$ cat src/rtl/alu_secuenciador_pkg.sv
// Shared definitions for the ALU sequencer: opcodes, FSM encoding, flag layout
// and the flag-capture helper.
package alu_pkg;

    localparam int N_DEF = 3;

    localparam logic [3:0] OP_SUMA    = 4'd0;
    localparam logic [3:0] OP_RESTA   = 4'd1;
    localparam logic [3:0] OP_INC     = 4'd2;
    localparam logic [3:0] OP_DEC     = 4'd3;
    localparam logic [3:0] OP_AND     = 4'd4;
    localparam logic [3:0] OP_OR      = 4'd5;
    localparam logic [3:0] OP_NOT     = 4'd6;
    localparam logic [3:0] OP_XOR     = 4'd7;
    localparam logic [3:0] OP_SHL     = 4'd8;
    localparam logic [3:0] OP_SHR     = 4'd9;
    localparam logic [3:0] OP_RES_MIN = 4'd10;

    typedef enum logic [1:0] {
        ST_IDLE = 2'd0,
        ST_EXEC = 2'd1,
        ST_RESP = 2'd2
    } state_t;

    localparam int FLG_ZERO = 0;
    localparam int FLG_NEG  = 1;
    localparam int FLG_COUT = 2;
    localparam int FLG_OVF  = 3;

    function automatic logic op_reserved(input logic [3:0] op);
        return (op >= OP_RES_MIN);
    endfunction

    // The ALU leaves cout/overflow undefined for RESTA and DEC, so they are masked.
    function automatic logic [3:0] pack_flags(input logic ovf, input logic cout,
                                              input logic neg, input logic zero,
                                              input logic [3:0] op);
        logic       undef;
        logic [3:0] f;
        undef       = (op == OP_RESTA) || (op == OP_DEC);
        f           = 4'b0000;
        f[FLG_OVF]  = ovf & ~undef;
        f[FLG_COUT] = cout & ~undef;
        f[FLG_NEG]  = neg;
        f[FLG_ZERO] = zero;
        return f;
    endfunction

endpackage

$ cat src/rtl/alu_secuenciador_if.sv
// Request, response and ALU-side signals of the sequencer; slave is the
// sequencer view, master is the surrounding logic (requesters, consumer, ALU).
interface alu_secuenciador_if
    import alu_pkg::*;
#(
    parameter int N = N_DEF
);
    logic         req0_valid, req0_ready, req0_flagin;
    logic [3:0]   req0_op;
    logic [N-1:0] req0_a, req0_b;
    logic         req1_valid, req1_ready, req1_flagin;
    logic [3:0]   req1_op;
    logic [N-1:0] req1_a, req1_b;

    logic         resp_valid, resp_ready, resp_id, resp_err;
    logic [N-1:0] resp_resultado;
    logic [3:0]   resp_flags;

    logic [N-1:0] alu_a, alu_b, alu_resultado;
    logic [3:0]   alu_select;
    logic         alu_flagin, alu_negativo, alu_zero, alu_cout, alu_overflow;

    modport slave (
        input  req0_valid, req0_op, req0_a, req0_b, req0_flagin,
        input  req1_valid, req1_op, req1_a, req1_b, req1_flagin,
        output req0_ready, req1_ready,
        output resp_valid, resp_id, resp_err, resp_resultado, resp_flags,
        input  resp_ready,
        output alu_a, alu_b, alu_select, alu_flagin,
        input  alu_resultado, alu_negativo, alu_zero, alu_cout, alu_overflow
    );

    modport master (
        output req0_valid, req0_op, req0_a, req0_b, req0_flagin,
        output req1_valid, req1_op, req1_a, req1_b, req1_flagin,
        input  req0_ready, req1_ready,
        input  resp_valid, resp_id, resp_err, resp_resultado, resp_flags,
        output resp_ready,
        input  alu_a, alu_b, alu_select, alu_flagin,
        output alu_resultado, alu_negativo, alu_zero, alu_cout, alu_overflow
    );
endinterface

$ cat src/rtl/alu_secuenciador_rr_arbitro.sv
// Two-way round-robin arbiter; the pointer names the requester favoured
// when both are valid and moves to the loser on every advance.
module rr_arbitro (
    input  logic       clk,
    input  logic       rst_n,
    input  logic [1:0] valid,
    input  logic       advance,
    output logic [1:0] grant
);
    logic ptr_r;

    // Grant decode from the valid pair and the pointer.
    always_comb begin
        grant = 2'b00;
        case (valid)
            2'b01:   grant = 2'b01;
            2'b10:   grant = 2'b10;
            2'b11:   grant = ptr_r ? 2'b10 : 2'b01;
            default: grant = 2'b00;
        endcase
    end

    // Pointer register.
    always_ff @(posedge clk) begin
        if (!rst_n) begin
            ptr_r <= 1'b0;
        end else if (advance) begin
            ptr_r <= grant[0];
        end else begin
            ptr_r <= ptr_r;
        end
    end
endmodule

$ cat src/rtl/alu_secuenciador.sv
// Shares one external combinational ALU between two requesters: arbitrate,
// drive registered operands, wait SETTLE cycles, return a tagged response.
module alu_secuenciador
    import alu_pkg::*;
#(
    parameter int N      = N_DEF,
    parameter int SETTLE = 1
) (
    input  logic               clk,
    input  logic               rst_n,
    alu_secuenciador_if.slave  bus
);
    localparam logic [3:0] LAST_CNT = 4'(SETTLE - 1);

    state_t       state_r, state_s;
    logic [1:0]   valid_s, grant_s, ready_s;
    logic         accept_s;
    logic [3:0]   sel_op_s;
    logic [N-1:0] sel_a_s, sel_b_s;
    logic         sel_fi_s;

    logic [3:0]   cnt_r, op_r, alu_sel_r, resp_flags_r;
    logic [N-1:0] alu_a_r, alu_b_r, resp_res_r;
    logic         alu_fi_r, resp_valid_r, resp_id_r, resp_err_r;

    assign valid_s  = {bus.req1_valid, bus.req0_valid};
    assign ready_s  = (rst_n && state_r == ST_IDLE) ? grant_s : 2'b00;
    assign accept_s = |ready_s;

    rr_arbitro u_arb (
        .clk     (clk),
        .rst_n   (rst_n),
        .valid   (valid_s),
        .advance (accept_s),
        .grant   (grant_s)
    );

    // Payload of the granted requester.
    always_comb begin
        sel_op_s = bus.req0_op;
        sel_a_s  = bus.req0_a;
        sel_b_s  = bus.req0_b;
        sel_fi_s = bus.req0_flagin;
        if (grant_s[1]) begin
            sel_op_s = bus.req1_op;
            sel_a_s  = bus.req1_a;
            sel_b_s  = bus.req1_b;
            sel_fi_s = bus.req1_flagin;
        end else begin
            sel_op_s = bus.req0_op;
        end
    end

    // Next-state logic; reserved opcodes skip the ALU entirely.
    always_comb begin
        state_s = state_r;
        case (state_r)
            ST_IDLE: begin
                if (accept_s) begin
                    state_s = op_reserved(sel_op_s) ? ST_RESP : ST_EXEC;
                end else begin
                    state_s = ST_IDLE;
                end
            end
            ST_EXEC: begin
                if (cnt_r == LAST_CNT) begin
                    state_s = ST_RESP;
                end else begin
                    state_s = ST_EXEC;
                end
            end
            ST_RESP: begin
                if (bus.resp_ready) begin
                    state_s = ST_IDLE;
                end else begin
                    state_s = ST_RESP;
                end
            end
            default: state_s = ST_IDLE;
        endcase
    end

    // State register.
    always_ff @(posedge clk) begin
        if (!rst_n) state_r <= ST_IDLE;
        else        state_r <= state_s;
    end

    // Operand, counter and response registers.
    always_ff @(posedge clk) begin
        if (!rst_n) begin
            cnt_r        <= 4'd0;
            op_r         <= 4'd0;
            alu_a_r      <= '0;
            alu_b_r      <= '0;
            alu_sel_r    <= 4'd0;
            alu_fi_r     <= 1'b0;
            resp_valid_r <= 1'b0;
            resp_id_r    <= 1'b0;
            resp_err_r   <= 1'b0;
            resp_res_r   <= '0;
            resp_flags_r <= 4'd0;
        end else begin
            case (state_r)
                ST_IDLE: begin
                    if (accept_s) begin
                        resp_id_r <= grant_s[1];
                        op_r      <= sel_op_s;
                        if (op_reserved(sel_op_s)) begin
                            resp_valid_r <= 1'b1;
                            resp_err_r   <= 1'b1;
                            resp_res_r   <= '0;
                            resp_flags_r <= 4'd0;
                        end else begin
                            alu_a_r   <= sel_a_s;
                            alu_b_r   <= sel_b_s;
                            alu_sel_r <= sel_op_s;
                            alu_fi_r  <= sel_fi_s;
                            cnt_r     <= 4'd0;
                        end
                    end
                end
                ST_EXEC: begin
                    cnt_r <= cnt_r + 4'd1;
                    if (cnt_r == LAST_CNT) begin
                        resp_valid_r <= 1'b1;
                        resp_err_r   <= 1'b0;
                        resp_res_r   <= bus.alu_resultado;
                        resp_flags_r <= pack_flags(bus.alu_overflow, bus.alu_cout,
                                                   bus.alu_negativo, bus.alu_zero, op_r);
                    end
                end
                ST_RESP: begin
                    if (bus.resp_ready) resp_valid_r <= 1'b0;
                end
                default: resp_valid_r <= 1'b0;
            endcase
        end
    end

    assign bus.req0_ready     = ready_s[0];
    assign bus.req1_ready     = ready_s[1];
    assign bus.resp_valid     = resp_valid_r;
    assign bus.resp_id        = resp_id_r;
    assign bus.resp_err       = resp_err_r;
    assign bus.resp_resultado = resp_res_r;
    assign bus.resp_flags     = resp_flags_r;
    assign bus.alu_a          = alu_a_r;
    assign bus.alu_b          = alu_b_r;
    assign bus.alu_select     = alu_sel_r;
    assign bus.alu_flagin     = alu_fi_r;
endmodule

$ cat src/flat_wrapper.sv
// flat-port wrapper written by rule: the top's interface ports become plain ports
module alu_secuenciador_flat import alu_pkg::*;
#(
    parameter int N      = N_DEF,
    parameter int SETTLE = 1
)
  (clk, rst_n, bus_req0_valid, bus_req0_op, bus_req0_a, bus_req0_b, bus_req0_flagin, bus_req1_valid, bus_req1_op, bus_req1_a, bus_req1_b, bus_req1_flagin, bus_req0_ready, bus_req1_ready, bus_resp_valid, bus_resp_id, bus_resp_err, bus_resp_resultado, bus_resp_flags, bus_resp_ready, bus_alu_a, bus_alu_b, bus_alu_select, bus_alu_flagin, bus_alu_resultado, bus_alu_negativo, bus_alu_zero, bus_alu_cout, bus_alu_overflow);
  alu_secuenciador_if #(.N(N)) bus_i ();
  input  logic clk;
  input  logic rst_n;
  input wire logic [$bits(bus_i.req0_valid)-1:0] bus_req0_valid;
  input wire logic [$bits(bus_i.req0_op)-1:0] bus_req0_op;
  input wire logic [$bits(bus_i.req0_a)-1:0] bus_req0_a;
  input wire logic [$bits(bus_i.req0_b)-1:0] bus_req0_b;
  input wire logic [$bits(bus_i.req0_flagin)-1:0] bus_req0_flagin;
  input wire logic [$bits(bus_i.req1_valid)-1:0] bus_req1_valid;
  input wire logic [$bits(bus_i.req1_op)-1:0] bus_req1_op;
  input wire logic [$bits(bus_i.req1_a)-1:0] bus_req1_a;
  input wire logic [$bits(bus_i.req1_b)-1:0] bus_req1_b;
  input wire logic [$bits(bus_i.req1_flagin)-1:0] bus_req1_flagin;
  output wire logic [$bits(bus_i.req0_ready)-1:0] bus_req0_ready;
  output wire logic [$bits(bus_i.req1_ready)-1:0] bus_req1_ready;
  output wire logic [$bits(bus_i.resp_valid)-1:0] bus_resp_valid;
  output wire logic [$bits(bus_i.resp_id)-1:0] bus_resp_id;
  output wire logic [$bits(bus_i.resp_err)-1:0] bus_resp_err;
  output wire logic [$bits(bus_i.resp_resultado)-1:0] bus_resp_resultado;
  output wire logic [$bits(bus_i.resp_flags)-1:0] bus_resp_flags;
  input wire logic [$bits(bus_i.resp_ready)-1:0] bus_resp_ready;
  output wire logic [$bits(bus_i.alu_a)-1:0] bus_alu_a;
  output wire logic [$bits(bus_i.alu_b)-1:0] bus_alu_b;
  output wire logic [$bits(bus_i.alu_select)-1:0] bus_alu_select;
  output wire logic [$bits(bus_i.alu_flagin)-1:0] bus_alu_flagin;
  input wire logic [$bits(bus_i.alu_resultado)-1:0] bus_alu_resultado;
  input wire logic [$bits(bus_i.alu_negativo)-1:0] bus_alu_negativo;
  input wire logic [$bits(bus_i.alu_zero)-1:0] bus_alu_zero;
  input wire logic [$bits(bus_i.alu_cout)-1:0] bus_alu_cout;
  input wire logic [$bits(bus_i.alu_overflow)-1:0] bus_alu_overflow;
  assign bus_i.req0_valid = bus_req0_valid;
  assign bus_i.req0_op = bus_req0_op;
  assign bus_i.req0_a = bus_req0_a;
  assign bus_i.req0_b = bus_req0_b;
  assign bus_i.req0_flagin = bus_req0_flagin;
  assign bus_i.req1_valid = bus_req1_valid;
  assign bus_i.req1_op = bus_req1_op;
  assign bus_i.req1_a = bus_req1_a;
  assign bus_i.req1_b = bus_req1_b;
  assign bus_i.req1_flagin = bus_req1_flagin;
  assign bus_req0_ready = bus_i.req0_ready;
  assign bus_req1_ready = bus_i.req1_ready;
  assign bus_resp_valid = bus_i.resp_valid;
  assign bus_resp_id = bus_i.resp_id;
  assign bus_resp_err = bus_i.resp_err;
  assign bus_resp_resultado = bus_i.resp_resultado;
  assign bus_resp_flags = bus_i.resp_flags;
  assign bus_i.resp_ready = bus_resp_ready;
  assign bus_alu_a = bus_i.alu_a;
  assign bus_alu_b = bus_i.alu_b;
  assign bus_alu_select = bus_i.alu_select;
  assign bus_alu_flagin = bus_i.alu_flagin;
  assign bus_i.alu_resultado = bus_alu_resultado;
  assign bus_i.alu_negativo = bus_alu_negativo;
  assign bus_i.alu_zero = bus_alu_zero;
  assign bus_i.alu_cout = bus_alu_cout;
  assign bus_i.alu_overflow = bus_alu_overflow;
  alu_secuenciador #(.N(N), .SETTLE(SETTLE)) u_core (.clk(clk), .rst_n(rst_n), .bus(bus_i));
endmodule
$ cat config.mk
export PLATFORM = sky130hd
export DESIGN_NAME = alu_secuenciador_flat
export DESIGN_NICKNAME = d
export VERILOG_FILES = /design/src/rtl/alu_secuenciador_pkg.sv /design/src/rtl/alu_secuenciador_if.sv /design/src/rtl/alu_secuenciador_rr_arbitro.sv /design/src/rtl/alu_secuenciador.sv /design/src/flat_wrapper.sv
export SDC_FILE = /design/constraint.sdc
export NUM_CORES = 1
export LEC_CHECK = 0
export BUFFER_PORTS_ARGS = -buffer_cell sky130_fd_sc_hd__buf_2
export CORE_MARGIN = 8
export CORE_UTILIZATION = 52
export DETAILED_ROUTE_END_ITERATION = 10
export MAX_ROUTING_LAYER = met4
export PLACE_DENSITY = 0.9
export SLEW_MARGIN = 30
export SYNTH_ARGS = -nofsm -noshare
export SYNTH_HDL_FRONTEND = slang
export SYNTH_HIERARCHICAL = 1
export SYNTH_SLANG_ARGS = --single-unit
$ cat constraint.sdc
create_clock -name clk -period 4.8 [get_ports clk]
set_clock_uncertainty 0.1 [all_clocks]
set_input_delay 0.96 -clock clk [delete_from_list [all_inputs] [get_ports clk]]
set_output_delay 0.96 -clock clk [all_outputs]
set_load 0.05 [all_outputs]
==> reports/qor.txt <==
Post-synth top flop - dfxtp_1
Worst EP required - 3.74 ns
number of top-level pins - 57
final setup fails - 0
Reg area - 621 um2
Final TNS setup - 0 ns
WS Path Type - in -> out
root buffer cell - clkbuf_4
clock power share - 0.283
met2 wire length - 1760 um
Slew headroom - 0.481
HP Class - reg -> reg
max layer used - met4
effective utilization at floorplan - 0.547
cts repair resizes - 0
P_int - 0.413 mW
Final Max Tran Viols - 0
DRC - 0
Pleak - 0.848 nW
crit path to - bus_req1_ready
Reg2Reg Launch Point - u_core/u_arb/ptr_r
Yosys top cell area share - 0.408
ant diodes - 0
fin crit period - 3.10 ns
register share of total power - 0.461
Die ar. - 0.00492 mm2
peak supply drop - 0.000337 V
global route overflow - 0
fin crit share - 0.646
vias per std cell - 5.42
core box area - 0.00278 mm2
crit path capture type - output port
DRT iter0 DRCs - 44
Overall Global Routing Usage - 0.147
postcts setup bufs - 0
WL/cell - 14.2 um
WL final - 3550 um
async set or reset register ratio after synthesis - 0
CP startpoint kind - input port
# hold bufs at CTS - 0
Num Clock Sinks - 31
status - completed
global placement routability congestion - 0.785
Commonest cells post-synth - dfxtp_1 (31), nor2_1 (25), nand2_1 (17), mux2i_1 (16), a211oi_2 (9)
Slew @ Worst Pin - 0.777 ns
total number of vias - 1356
Rows - 19
Num CTS Buffers - 5
overall power - 0.620 mW
metal3 WL - 187 um
Synth Instances - 163
register area share after synthesis - 0.408
antenna-violating nets left - 0
IO buf count - 56
dominant cell type by area after synthesis - dfxtp_1
CTS tree - built
synthesized flop and latch total - 31
Setup WS pre-CTS - 1.71 ns
Critical Path AT - 2.04 ns
P_sw - 0.207 mW
Max-Cap Viols - 0
Power Density - 334 mW/mm2
most common cell in the netlist - dfxtp_1
post-DP HPWL - 2690 um
Die H - 70.1 um
first-pass GRT wire length - 5900 um
Mapped Area - 0.00152 mm2
initial antenna violation count - 0
combinational fraction of design power - 0.256
Syn-to-layout area delta - 22.1%
dominant cells by area after synthesis - dfxtp_1 (41%), mux2i_1 (11%), a211oi_2 (7.4%), nor2_1 (6.2%), nand2_1 (4.2%)
Reg clk slew, reported paths - 0.11 ns
1st-pass router iterations - 4
Hold Fails Final Rpt - 0
cells on worst reg2reg path - 7
H-Tree Depth - 2
FF-to-FF End - u_core/bus.alu_select[2]
placed cell count - 242
largest net degree at the start of global routing - 24
Critical Path Fanout Max - 21
Post-synth EDFFs - 0
Layout Nets - 254
share of post-route cells with drive strength above 1 - 0.384
synthesis warning total - 6
fmax - 322 MHz
M1 WL - 1560 um
RSZ-0062 raised after global routing - no
final core utilization - 0.668
Final Non-Filler Cells - 250
Clock Latency Late Sink - 0.33 ns
reg2reg setup slack - 2.61 ns
fillcell total - 225
CTS Buffer Depth - 2
Die W - 70.1 um
Multi-input gate area - 825 um2
CP startpoint - rst_n
Synth Area per Inst - 9.34 um2
syn_nets - 199
post-synth cell types - 42
vias in the first global route - 1324
switching share of total power - 0.334
setup ws final - 1.70 ns
==> power groups by stage <==
stage | clock (mW) | combinational (mW) | sequential, mW
global placement | 0 | 0.155 | 0.291
finish | 0.176 | 0.159 | 0.286
global route | 0.193 | 0.170 | 0.288
CTS | 0.179 | 0.159 | 0.286
floorplan | 0 | 0.0825 | 0.332
detailed placement | 0 | 0.159 | 0.292
==> cells in the final DEF (no fill, tap or decap), types with 3 or more instances in the layout <==
cell type / Yosys / final
buf_2: 2 / 56
dfxtp_1: 31 / 31
nor2_1: 25 / 25
nand2_1: 17 / 17
mux2i_1: 16 / 16
a211oi_2: 9 / 9
clkbuf_4: 0 / 5
nand3_1: 5 / 5
nand2b_1: 4 / 4
a21oi_1: 4 / 4
o21ai_0: 4 / 4
inv_1: 3 / 3
nor3_1: 3 / 3
==> through the flow <==
step / cell area [um2] / hold slack, ns
2_1_floorplan: 1520 / 0.340
3_5_place_dp: 1790 / 0.356
3_3_place_gp: 1790 / 0.345
5_1_grt: 1860 / 0.392
4_1_cts: 1860 / 0.371
6_report: 1860 / 0.365
==> critical path, stage by stage <==
cell     delay [ns]
buf_2          0.31
nor3b_4        0.32
and2_1         0.19
buf_2          0.27
==> state kept, by name (all words and copies together), names as in the netlist <==
signal                     cells
u_core/bus.alu_a               3
u_core/bus.resp_resultado      3
u_core/bus.resp_flags          4
u_core/bus.alu_flagin          1
u_core/u_arb/ptr_r             1
u_core/cnt_r                   4
u_core/bus.resp_valid          1
u_core/bus.alu_b               3
u_core/state_r                 2
u_core/op_r                    3
u_core/bus.resp_err            1
u_core/bus.resp_id             1
u_core/bus.alu_select          4
==> cell families (layout without fill, tap and decap cells) <==
group                    Yosys count  in the layout  synth area share
AND/OR/NAND/NOR                   66             66             0.210
AO/OA/AOI/OAI                     32             32             0.188
flip-flops                        31             31             0.408
multiplexers                      17             17             0.113
buffers and inverters             13             69            0.0534
adder cells (fa/ha/maj)            2              2            0.0164
XOR/XNOR                           2              2            0.0115
==> metal layers <==
layer  global-route usage  up-vias
li1                     -      679
met1                0.167      627
met2                0.240       44
met3               0.0494        6
met4               0.0469        0
met5                    -        -
==> layout make-up <==
class / count / area share
clock buffers: 7 / 0.0350
multi-input cells: 119 / 0.443
flip-flops and latches: 31 / 0.334
well taps: 31 / 0.0209
inverters: 4 / 0.00808
repair buffers: 57 / 0.155
clock inverters: 1 / 0.00404
==> worst min-delay path by stage <==
stage                                      start                      endpoint  slack [ns]  cells past startpoint
floorplan                         u_core/op_r[3]                u_core/op_r[3]        0.34                      2
global placement    u_core/bus.resp_resultado[1]  u_core/bus.resp_resultado[1]        0.34                      2
detailed placement  u_core/bus.resp_resultado[0]  u_core/bus.resp_resultado[0]        0.36                      2
CTS                 u_core/bus.resp_resultado[0]  u_core/bus.resp_resultado[0]        0.37                      2
global route        u_core/bus.resp_resultado[0]  u_core/bus.resp_resultado[0]        0.39                      2
finish              u_core/bus.resp_resultado[0]  u_core/bus.resp_resultado[0]        0.36                      2
Note: power is estimated with default switching activity, not from simulation.
